### src/rtl/param_reg_file_pkg.sv
// Shared types and helpers for the parametrised register file.
// Holds the clear-engine state encoding and a fallback ceil-log2 helper.
package param_reg_file_pkg;

  typedef enum logic {
    IDLE  = 1'b0,
    SWEEP = 1'b1
  } rf_state_t;

  // Fallback for tools without $clog2; elaboration-time use only.
  function automatic int clog2(input int value);
    int result;
    result = 0;
    for (int i = 0; i < 31; i++) begin
      if ((1 << i) < value) result = i + 1;
    end
    return result;
  endfunction

endpackage

### src/rtl/param_reg_file_sweep_ctrl.sv
// Clear-sweep controller: walks the entry index from 0 to DEPTH-1, one
// entry per cycle, after a CLR request is accepted in IDLE.
module param_reg_file_sweep_ctrl
  import param_reg_file_pkg::*;
#(
  parameter  int DEPTH  = 4,
  localparam int ADDR_W = $clog2(DEPTH)
) (
  input  logic              clk,
  input  logic              rst,
  input  logic              clr_req_i,
  output logic              busy_o,
  output logic              clr_en_o,
  output logic [ADDR_W-1:0] clr_idx_o
);

  // Terminal count is explicit so non-power-of-2 depths stop correctly.
  localparam logic [ADDR_W-1:0] LAST_IDX = ADDR_W'(DEPTH - 1);

  rf_state_t         state_q, state_d;
  logic [ADDR_W-1:0] idx_q, idx_d;

  // NOTE: state registers use non-blocking assignments so every flop samples pre-edge values.
  always_ff @(posedge clk) begin
    if (rst) begin
      state_q <= IDLE;
      idx_q   <= '0;
    end else begin
      state_q <= state_d;
      idx_q   <= idx_d;
    end
  end

  // NOTE: defaults first so every path assigns every output and no latch is inferred.
  always_comb begin
    state_d = state_q;
    idx_d   = idx_q;
    unique case (state_q)
      IDLE: begin
        if (clr_req_i) begin
          state_d = SWEEP;
          idx_d   = '0;
        end
      end
      SWEEP: begin
        if (idx_q == LAST_IDX) begin
          state_d = IDLE;
          idx_d   = '0;
        end else begin
          idx_d = idx_q + 1'b1;
        end
      end
      default: begin
        state_d = IDLE;
        idx_d   = '0;
      end
    endcase
  end

  assign busy_o    = (state_q == SWEEP);
  assign clr_en_o  = (state_q == SWEEP);
  assign clr_idx_o = idx_q;

endmodule

### src/rtl/param_reg_file.sv
// WIDTH x DEPTH register file with independent write/read ports, registered
// reads with a valid strobe, per-entry valid bits and a sequential clear.
module param_reg_file
  import param_reg_file_pkg::*;
#(
  parameter  int WIDTH  = 4,
  parameter  int DEPTH  = 4,
  localparam int ADDR_W = $clog2(DEPTH)
) (
  input  logic              CLK,
  input  logic              RST,
  input  logic              WE,
  input  logic [ADDR_W-1:0] WA,
  input  logic [WIDTH-1:0]  Din,
  input  logic              RE,
  input  logic [ADDR_W-1:0] RA,
  output logic [WIDTH-1:0]  Dout,
  output logic              RVALID,
  output logic              RHIT,
  input  logic              CLR,
  output logic              BUSY
);

  localparam logic [ADDR_W:0] DEPTH_L = (ADDR_W + 1)'(DEPTH);

  logic [WIDTH-1:0]  mem_q [DEPTH];
  logic [DEPTH-1:0]  vld_q;
  logic [WIDTH-1:0]  dout_q, dout_d;
  logic              rhit_q, rhit_d;
  logic              rvalid_q, rvalid_d;
  logic              busy;
  logic              clr_en;
  logic [ADDR_W-1:0] clr_idx;
  logic              accept, wa_ok, ra_ok, wr_en, rd_en;

  param_reg_file_sweep_ctrl #(
    .DEPTH (DEPTH)
  ) u_sweep_ctrl (
    .clk       (CLK),
    .rst       (RST),
    .clr_req_i (CLR),
    .busy_o    (busy),
    .clr_en_o  (clr_en),
    .clr_idx_o (clr_idx)
  );

  // CLR wins over a same-cycle access; nothing is accepted mid-sweep.
  assign accept = !busy && !CLR;
  assign wa_ok  = ({1'b0, WA} < DEPTH_L);
  assign ra_ok  = ({1'b0, RA} < DEPTH_L);
  assign wr_en  = accept && WE && wa_ok;
  assign rd_en  = accept && RE;

  always_comb begin
    dout_d   = dout_q;
    rhit_d   = rhit_q;
    rvalid_d = 1'b0;
    if (rd_en) begin
      rvalid_d = 1'b1;
      if (!ra_ok) begin
        dout_d = '0;
        rhit_d = 1'b0;
      end else if (wr_en && (WA == RA)) begin
        dout_d = Din;
        rhit_d = 1'b1;
      end else begin
        dout_d = mem_q[RA];
        rhit_d = vld_q[RA];
      end
    end
  end

  // NOTE: the array is reset explicitly because reads of never-written entries must return 0.
  always_ff @(posedge CLK) begin
    if (RST) begin
      for (int i = 0; i < DEPTH; i++) mem_q[i] <= '0;
      vld_q <= '0;
    end else if (clr_en) begin
      mem_q[clr_idx] <= '0;
      vld_q[clr_idx] <= 1'b0;
    end else if (wr_en) begin
      mem_q[WA] <= Din;
      vld_q[WA] <= 1'b1;
    end
  end

  always_ff @(posedge CLK) begin
    if (RST) begin
      dout_q   <= '0;
      rhit_q   <= 1'b0;
      rvalid_q <= 1'b0;
    end else begin
      dout_q   <= dout_d;
      rhit_q   <= rhit_d;
      rvalid_q <= rvalid_d;
    end
  end

  assign Dout   = dout_q;
  assign RHIT   = rhit_q;
  assign RVALID = rvalid_q;
  assign BUSY   = busy;

endmodule

### config.mk
export PLATFORM = sky130hd
export DESIGN_NAME = param_reg_file
export DESIGN_NICKNAME = d
export VERILOG_FILES = /design/src/rtl/param_reg_file_pkg.sv /design/src/rtl/param_reg_file_sweep_ctrl.sv /design/src/rtl/param_reg_file.sv
export SDC_FILE = /design/constraint.sdc
export NUM_CORES = 1
export LEC_CHECK = 0
export ABC_CLOCK_PERIOD_IN_PS = 2050
export CAP_MARGIN = 20
export CORE_ASPECT_RATIO = 1.4
export CORE_UTILIZATION = 40
export DETAILED_ROUTE_END_ITERATION = 10
export GPL_TIMING_DRIVEN = 0
export HOLD_SLACK_MARGIN = 0.05
export PLACE_DENSITY = 0.67
export SLEW_MARGIN = 20
export SYNTH_ARGS = -nofsm -noshare
export SYNTH_HDL_FRONTEND = slang
export SYNTH_SLANG_ARGS = --single-unit
### constraint.sdc
create_clock -name CLK -period 2.05 [get_ports CLK]
set_input_delay 0.3075 -clock CLK [delete_from_list [all_inputs] [get_ports CLK]]
set_output_delay 0.3075 -clock CLK [all_outputs]
set_load 0.01 [all_outputs]
======== Word level (Yosys, flattened, before mapping) ========
Memory sizes are Yosys's and may differ from the RTL's. A register that Yosys moved wholly into a read port is not among the register bits.
Index checks and enable logic that the tools add are counted.
Widths: inputs -> output; s select.
operators by class
  $add $sub $neg .......................... 1
  magnitude comparators ................... 5
  eq/ne operators ......................... 3
  mux-type cells .......................... 31
  bitwise operators ....................... 4
  reductions and logical operators ........ 11
operators by type and width
  cell                 count
  $mux 1               18
  $mux 4               4
  $lt 2x3->1 const B   3
  $mux 2               4
  $reduce_or 4->1      2
  $logic_and 1x1->1    6
  $and 4x4->4          1
  $demux 1 s2          2
  $ge 2x1->1 const B   2
  $not 4->4            1
  $or 4x4->4           1
  $pmux 2 s2           1
  $add 2x1->2 const B  1
  $bmux 1 s2           1
  $eq 2x2->1           1
  $eq 2x2->1 const B   1
  $logic_not 1->1      2
  $ne 2x2->1 const B   1
  $pmux 1 s2           1
  $reduce_bool 2->1    1
  $not 1->1            1
storage, ports and cells
  flip-flop bits (word level) ............. 9
  memory bits (writable) .................. 16
  bits of input ports ..................... 13
  output and inout port bits .............. 7
  logic and storage cells ................. 61
  memories ................................ 1
memory list
  name   depth  bits a word  read ports  clocked after memory_dff  wr ports  line                  RTL
  mem_q  4      4            1           1                         4         param_reg_file.sv:26  logic [WIDTH-1:0] mem_q [DEPTH];

======== Logic depth before layout (Yosys ltp) ========
  depth in word-level cells ............... 9
  mapped depth ............................ 6
  mapped depth without buffers ............ 6

======== Cells and area by module ========
A second synthesis with hierarchy kept.
unflattened totals
  cell total of the unflattened synthesis .. 126
  area total of the unflattened synthesis .. 1512.7 µm²
by module, submodules not included
  module                     times used  cells each  area an instance (µm²)  sequential area each (µm²)
  param_reg_file             1           113         1378.8                  680.7
  param_reg_file_sweep_ctrl  1           13          133.9                   60.1

======== Least setup slack after synthesis ========
No wires, ideal clock.
  kind .................................... register to register
  start ................................... register u_sweep_ctrl.state_q, in the netlist u_sweep_ctrl.busy_o
  end ..................................... memory mem_q[0][0], enable pin
  setup time .............................. 310 ps
  arrival time ............................ 1307 ps
  data required time ...................... 1740 ps
  path slack .............................. 433 ps
  stages on the path, launching flop included .. 6
  path buffers ............................ 0
  clock period less this slack ............ 1617 ps
  cells stage by stage .................... dfxtp_1 -> nor3b_1 -> nand2_1 -> a21oi_1 -> nand2_1 -> nand2b_1
RTL lines
  element                 line                             RTL
  start, declared         param_reg_file_sweep_ctrl.sv:20  rf_state_t state_q, state_d;
  start signal, assigned  param_reg_file_sweep_ctrl.sv:29  state_q <= state_d;
  end, declared           param_reg_file.sv:26

======== Worst setup path in the final report ========
  start ................................... input CLR
  end ..................................... register dout_q[1], in the netlist Dout[1] (read register of mem_q)
on the way
  longest elaborated chain between the ends .. 3
RTL lines
  element            line                  RTL
  start, declared    param_reg_file.sv:20  input logic CLR,
  $logic_not 1->1    param_reg_file.sv:48  assign accept = !busy && !CLR;
  $logic_and 1x1->1  param_reg_file.sv:48
  $logic_and 1x1->1  param_reg_file.sv:52  assign rd_en = accept && RE;
  end, declared      param_reg_file.sv:28  logic [WIDTH-1:0] dout_q, dout_d;
Every way passes these cells.
A chain may end at the register's enable or synchronous reset.

==> out/metrics.yaml <==
outcome:
  status: "finished, final reports clean"
cts:
  cts.htree.levels: 2
  cts-buffers-inserted: 5
  buffer_depth_of_the_longest_clock_path: 2
  root_buffer: "sky130_fd_sc_hd__clkbuf_8"
  clkSinkCount: 29
  tritoncts: "yes"
  cts.hold.buffers_added: 0
  clk_latency_ps: 280
  clkSlewWorstSetupHoldPaths_ps: 60
setup_path:
  reg2reg_slack_ps: 230
  crit_family: "buffers and inverters"
  crit_path_cell_trace: "clkdlybuf4s50_1, nor4b_4, buf_4, or3_1, o211a_4, a221oi_1, nor3_1"
  crit_buf_inv: 2
  crit_path_max_incr_delay_ps: 630
  worst-setup-path-type: "input pin to flop"
  worst_path_max_delay_cell: "sky130_fd_sc_hd__clkdlybuf4s50_1"
  ff2ff_path_depth: 5
  worst-path-max-fanout: 6
  worst-endpoint-required_ps: 2200
  timing.critical_path.arrival_ps: 2070
  reg_to_reg_start: "u_sweep_ctrl.busy_o$_SDFF_PP0_"
  timing.critical_path.to_type: "flop"
  worst_r2r_endpoint: "mem_q[2][2]$_SDFFCE_PN0P_"
  start_kind: "input pin"
yosys:
  post_synthesis_share_of_cell_area_spent_on_full_adders_half_adders_and_majority_gates_pct: 3.347
  synth_sequential_area_ratio_pct: 49.54
  ys_types: 40
  async_flop_share_pct: 0
  primary_flip_flop_cell_chosen_by_synthesis_mapping: "sky130_fd_sc_hd__edfxtp_1"
  yosysWarnings: 0
  ys_top_cells_by_area: "sky130_fd_sc_hd__edfxtp_1, sky130_fd_sc_hd__dfxtp_1, sky130_fd_sc_hd__mux4_2"
  yosys.cell_count.top_type: "sky130_fd_sc_hd__nor2_1"
  netlist_top_cells_count: "sky130_fd_sc_hd__nor2_1, sky130_fd_sc_hd__edfxtp_1, sky130_fd_sc_hd__dfxtp_1, sky130_fd_sc_hd__nand2_1"
  synth_top_area_share_pct: 32.13
  synth_compound_area_share_pct: 12.30
  synth_top_family_by_area: "simple AND/OR/NAND/NOR gates"
  yosys.area_share.xor_xnor_pct: 1.172
  synth.area.mux_share_pct: 7.531
  post_synth.cell_area_avg_um2: 10.83
  synth_simple_gate_area_share_pct: 21.92
  synth.ff_latch_count: 29
  synthesis.nets: 155
  netlist_instances: 138
  synth_top_cell_by_area: "sky130_fd_sc_hd__edfxtp_1"
  synth_enable_flop_cells: 16
  syn_area_um2: 1495
power_and_ir_drop:
  pwr-share-clk_pct: 35.9
  static-leakage-power_nw: 0.6714
  internal-power_mw: 1.015
  pwr_density_cell_nw_per_um2: 719.4
  power_switching_uw: 321.2
  overall_power_of_the_completed_layout_mw: 1.336
  seq_power_share_pct: 49.4
  ir_worst_vdd_v: 0.0004557
  pwr-share-comb_pct: 14.7
  switching_share_pct: 24.04
sta:
  worst_pin_slew_ps: 485.0
  final-hold-violation-count: 0
  timing_max_transition_violations_final: 0
  final.period_utilization_pct: 93.59
  timing.fmax_ghz: 0.5212
  slew_headroom_pct: 67.67
  finalWorstPathRequiredPeriod_ps: 1919
  setup_repair_after_global_routing_missed_its_margin: "false"
  setup_viol_count_final: 0
  skew_ps: 3.289
  postLayoutSetupSlackWorst_ps: 131.5
min_path:
  whs_path_depth: 1
  min_delay_worst_endpoint: "vld_q[3]$_SDFFE_PP0P_"
  hp-start: "vld_q[3]$_SDFFE_PP0P_"
  hold_path.class: "flop to flop"
grt:
  vias_in_the_first_global_route: 1046
  initial_antenna_violation_count: 0
  grt_first_pass_wirelength_um: 4899
  track_usage_pct: 17.63
  pin_count_of_the_biggest_net_entering_global_routing: 11
  grt-ovfl-total: 0
floorplanning:
  initial_core_util_pct: 43.06
  row_count: 25
  die_x_um: 53.67
  ios: 20
  die_height_um: 74.34
  core_um2: 3472
  die-area_um2: 3990
detailed_routing:
  drt_first_iter_violations: 26
  drt-vias-per-instance: 5.411
  drtAntennaViolNets: 0
  routedWlPerCell_um: 14.59
  detail_route.wirelength_um: 3020
  first_pass_iters: 4
  drcViolationCount: 0
  num_vias: 1120
layout:
  num-nets-final: 183
  num_antenna_cells: 0
  area.growth.synth_to_final_pct: 24.18
  drive_above_1_share_pct: 16.17
  stdcell_count: 207
place:
  dp_cells: 197
  place.detailed.hpwl_um: 2322
  place.port_buffers: 19
  preCtsSetupSlack_ps: -317.8
  gp_congestion: 0.8836
flow_run:
  drv_cap: 0
==> power groups by stage <==
stage | clock (mW) | combinational, mW | sequential [mW]
floorplan | 0 | 0.117 | 0.672
global placement | 0 | 0.187 | 0.670
detailed placement | 0 | 0.191 | 0.673
CTS | 0.488 | 0.192 | 0.660
global route | 0.515 | 0.212 | 0.665
finish | 0.479 | 0.196 | 0.660
==> through the flow <==
| step | utilization (%) | setup TNS [ps] | instance area, um2 | hold slack, ps |
|---|---|---|---|---|
| 2_1_floorplan | - | 0 | 1495 | 436.8 |
| 3_3_place_gp | 49.98 | -4763 | 1735 | 452.0 |
| 3_5_place_dp | 49.98 | -4793 | 1735 | 469.2 |
| 4_1_cts | 52.72 | 0 | 1831 | 483.7 |
| 5_1_grt | 53.48 | 0 | 1857 | 503.5 |
| 6_report | 53.48 | 0 | 1857 | 485.7 |
==> worst max-delay path by stage <==
stage                                         from                         to  cells after the start
finish                                         CLR       Dout[1]$_SDFFE_PP0P_                      7
global route                                   CLR       Dout[2]$_SDFFE_PP0P_                      7
CTS                                            CLR  mem_q[0][1]$_SDFFCE_PN0P_                      6
detailed placement                             CLR  mem_q[0][2]$_SDFFCE_PN0P_                      6
global placement                               CLR  mem_q[0][2]$_SDFFCE_PN0P_                      6
floorplan           u_sweep_ctrl.busy_o$_SDFF_PP0_  mem_q[0][0]$_SDFFCE_PN0P_                      5
==> cell families (layout without fill, tap and decap cells) <==
group / Yosys count / in the layout
AND/OR/NAND/NOR: 63 / 63
multiplexers: 5 / 5
adder cells (fa/ha/maj): 4 / 4
buffers and inverters: 13 / 42
XOR/XNOR: 2 / 2
AO/OA/AOI/OAI: 22 / 22
flip-flops: 29 / 29
==> layout by cell type (no fill, tap or decap), drive strengths merged, types with 4 or more instances in the layout <==
cell           count
buf                6
inv                4
clkdlybuf4s50     19
edfxtp            16
dfxtp             13
a21oi              5
mux4               5
nand2b             6
clkbuf             9
a221oi             4
nor2              27
nand2             13
nor3               6
clkinv             4
ha                 4
==> what timing repair did <==
action                                  in CTS  in global routing
hold endpoints to repair                     0                  0
pin swaps                                    0                  1
endpoints found under the setup margin       8                 11
setup buffers                                0                  2
resized for setup                            1                  2
==> worst register-to-register path, stage by stage, from the launching register on <==
cell and delay [ps]:
sky130_fd_sc_hd__dfxtp_1 400, sky130_fd_sc_hd__buf_4 210, sky130_fd_sc_hd__nor4bb_1 350, sky130_fd_sc_hd__a211oi_1 90, sky130_fd_sc_hd__nand2b_1 240, sky130_fd_sc_hd__nand2b_1 220
==> state kept, by name, summed over array words and instances, names as in the netlist <==
signal                  cells
Dout                        4
mem_q                      16
vld_q                       4
u_sweep_ctrl.busy_o         1
u_sweep_ctrl.clr_idx_o      2
RHIT                        1
RVALID                      1
==> final cells by class <==
| cell class | count | area [um2] |
|---|---|---|
| fill | 306 | 1615 |
| buffer | 5 | 32.53 |
| timing repair buffer | 21 | 205.2 |
| inverter | 8 | 30.03 |
| tap | 40 | 50.05 |
| multi-input combinational | 96 | 708.2 |
| sequential | 29 | 740.7 |
| clock buffer | 8 | 90.09 |
==> routing by layer <==
| metal | routed length (um) | share of wire, % | vias to the layer above | global-route usage (%) |
|---|---|---|---|---|
| met4 | 51 | 1.7 | 0 | 7.018 |
| li1 | - | - | 555 | - |
| met5 | 0 | 0 | - | 0 |
| met3 | 169 | 5.6 | 5 | 4.499 |
| met2 | 1516 | 50 | 41 | 28.40 |
| met1 | 1283 | 42 | 519 | 22.21 |
Note: power is estimated with default switching activity, not from simulation.
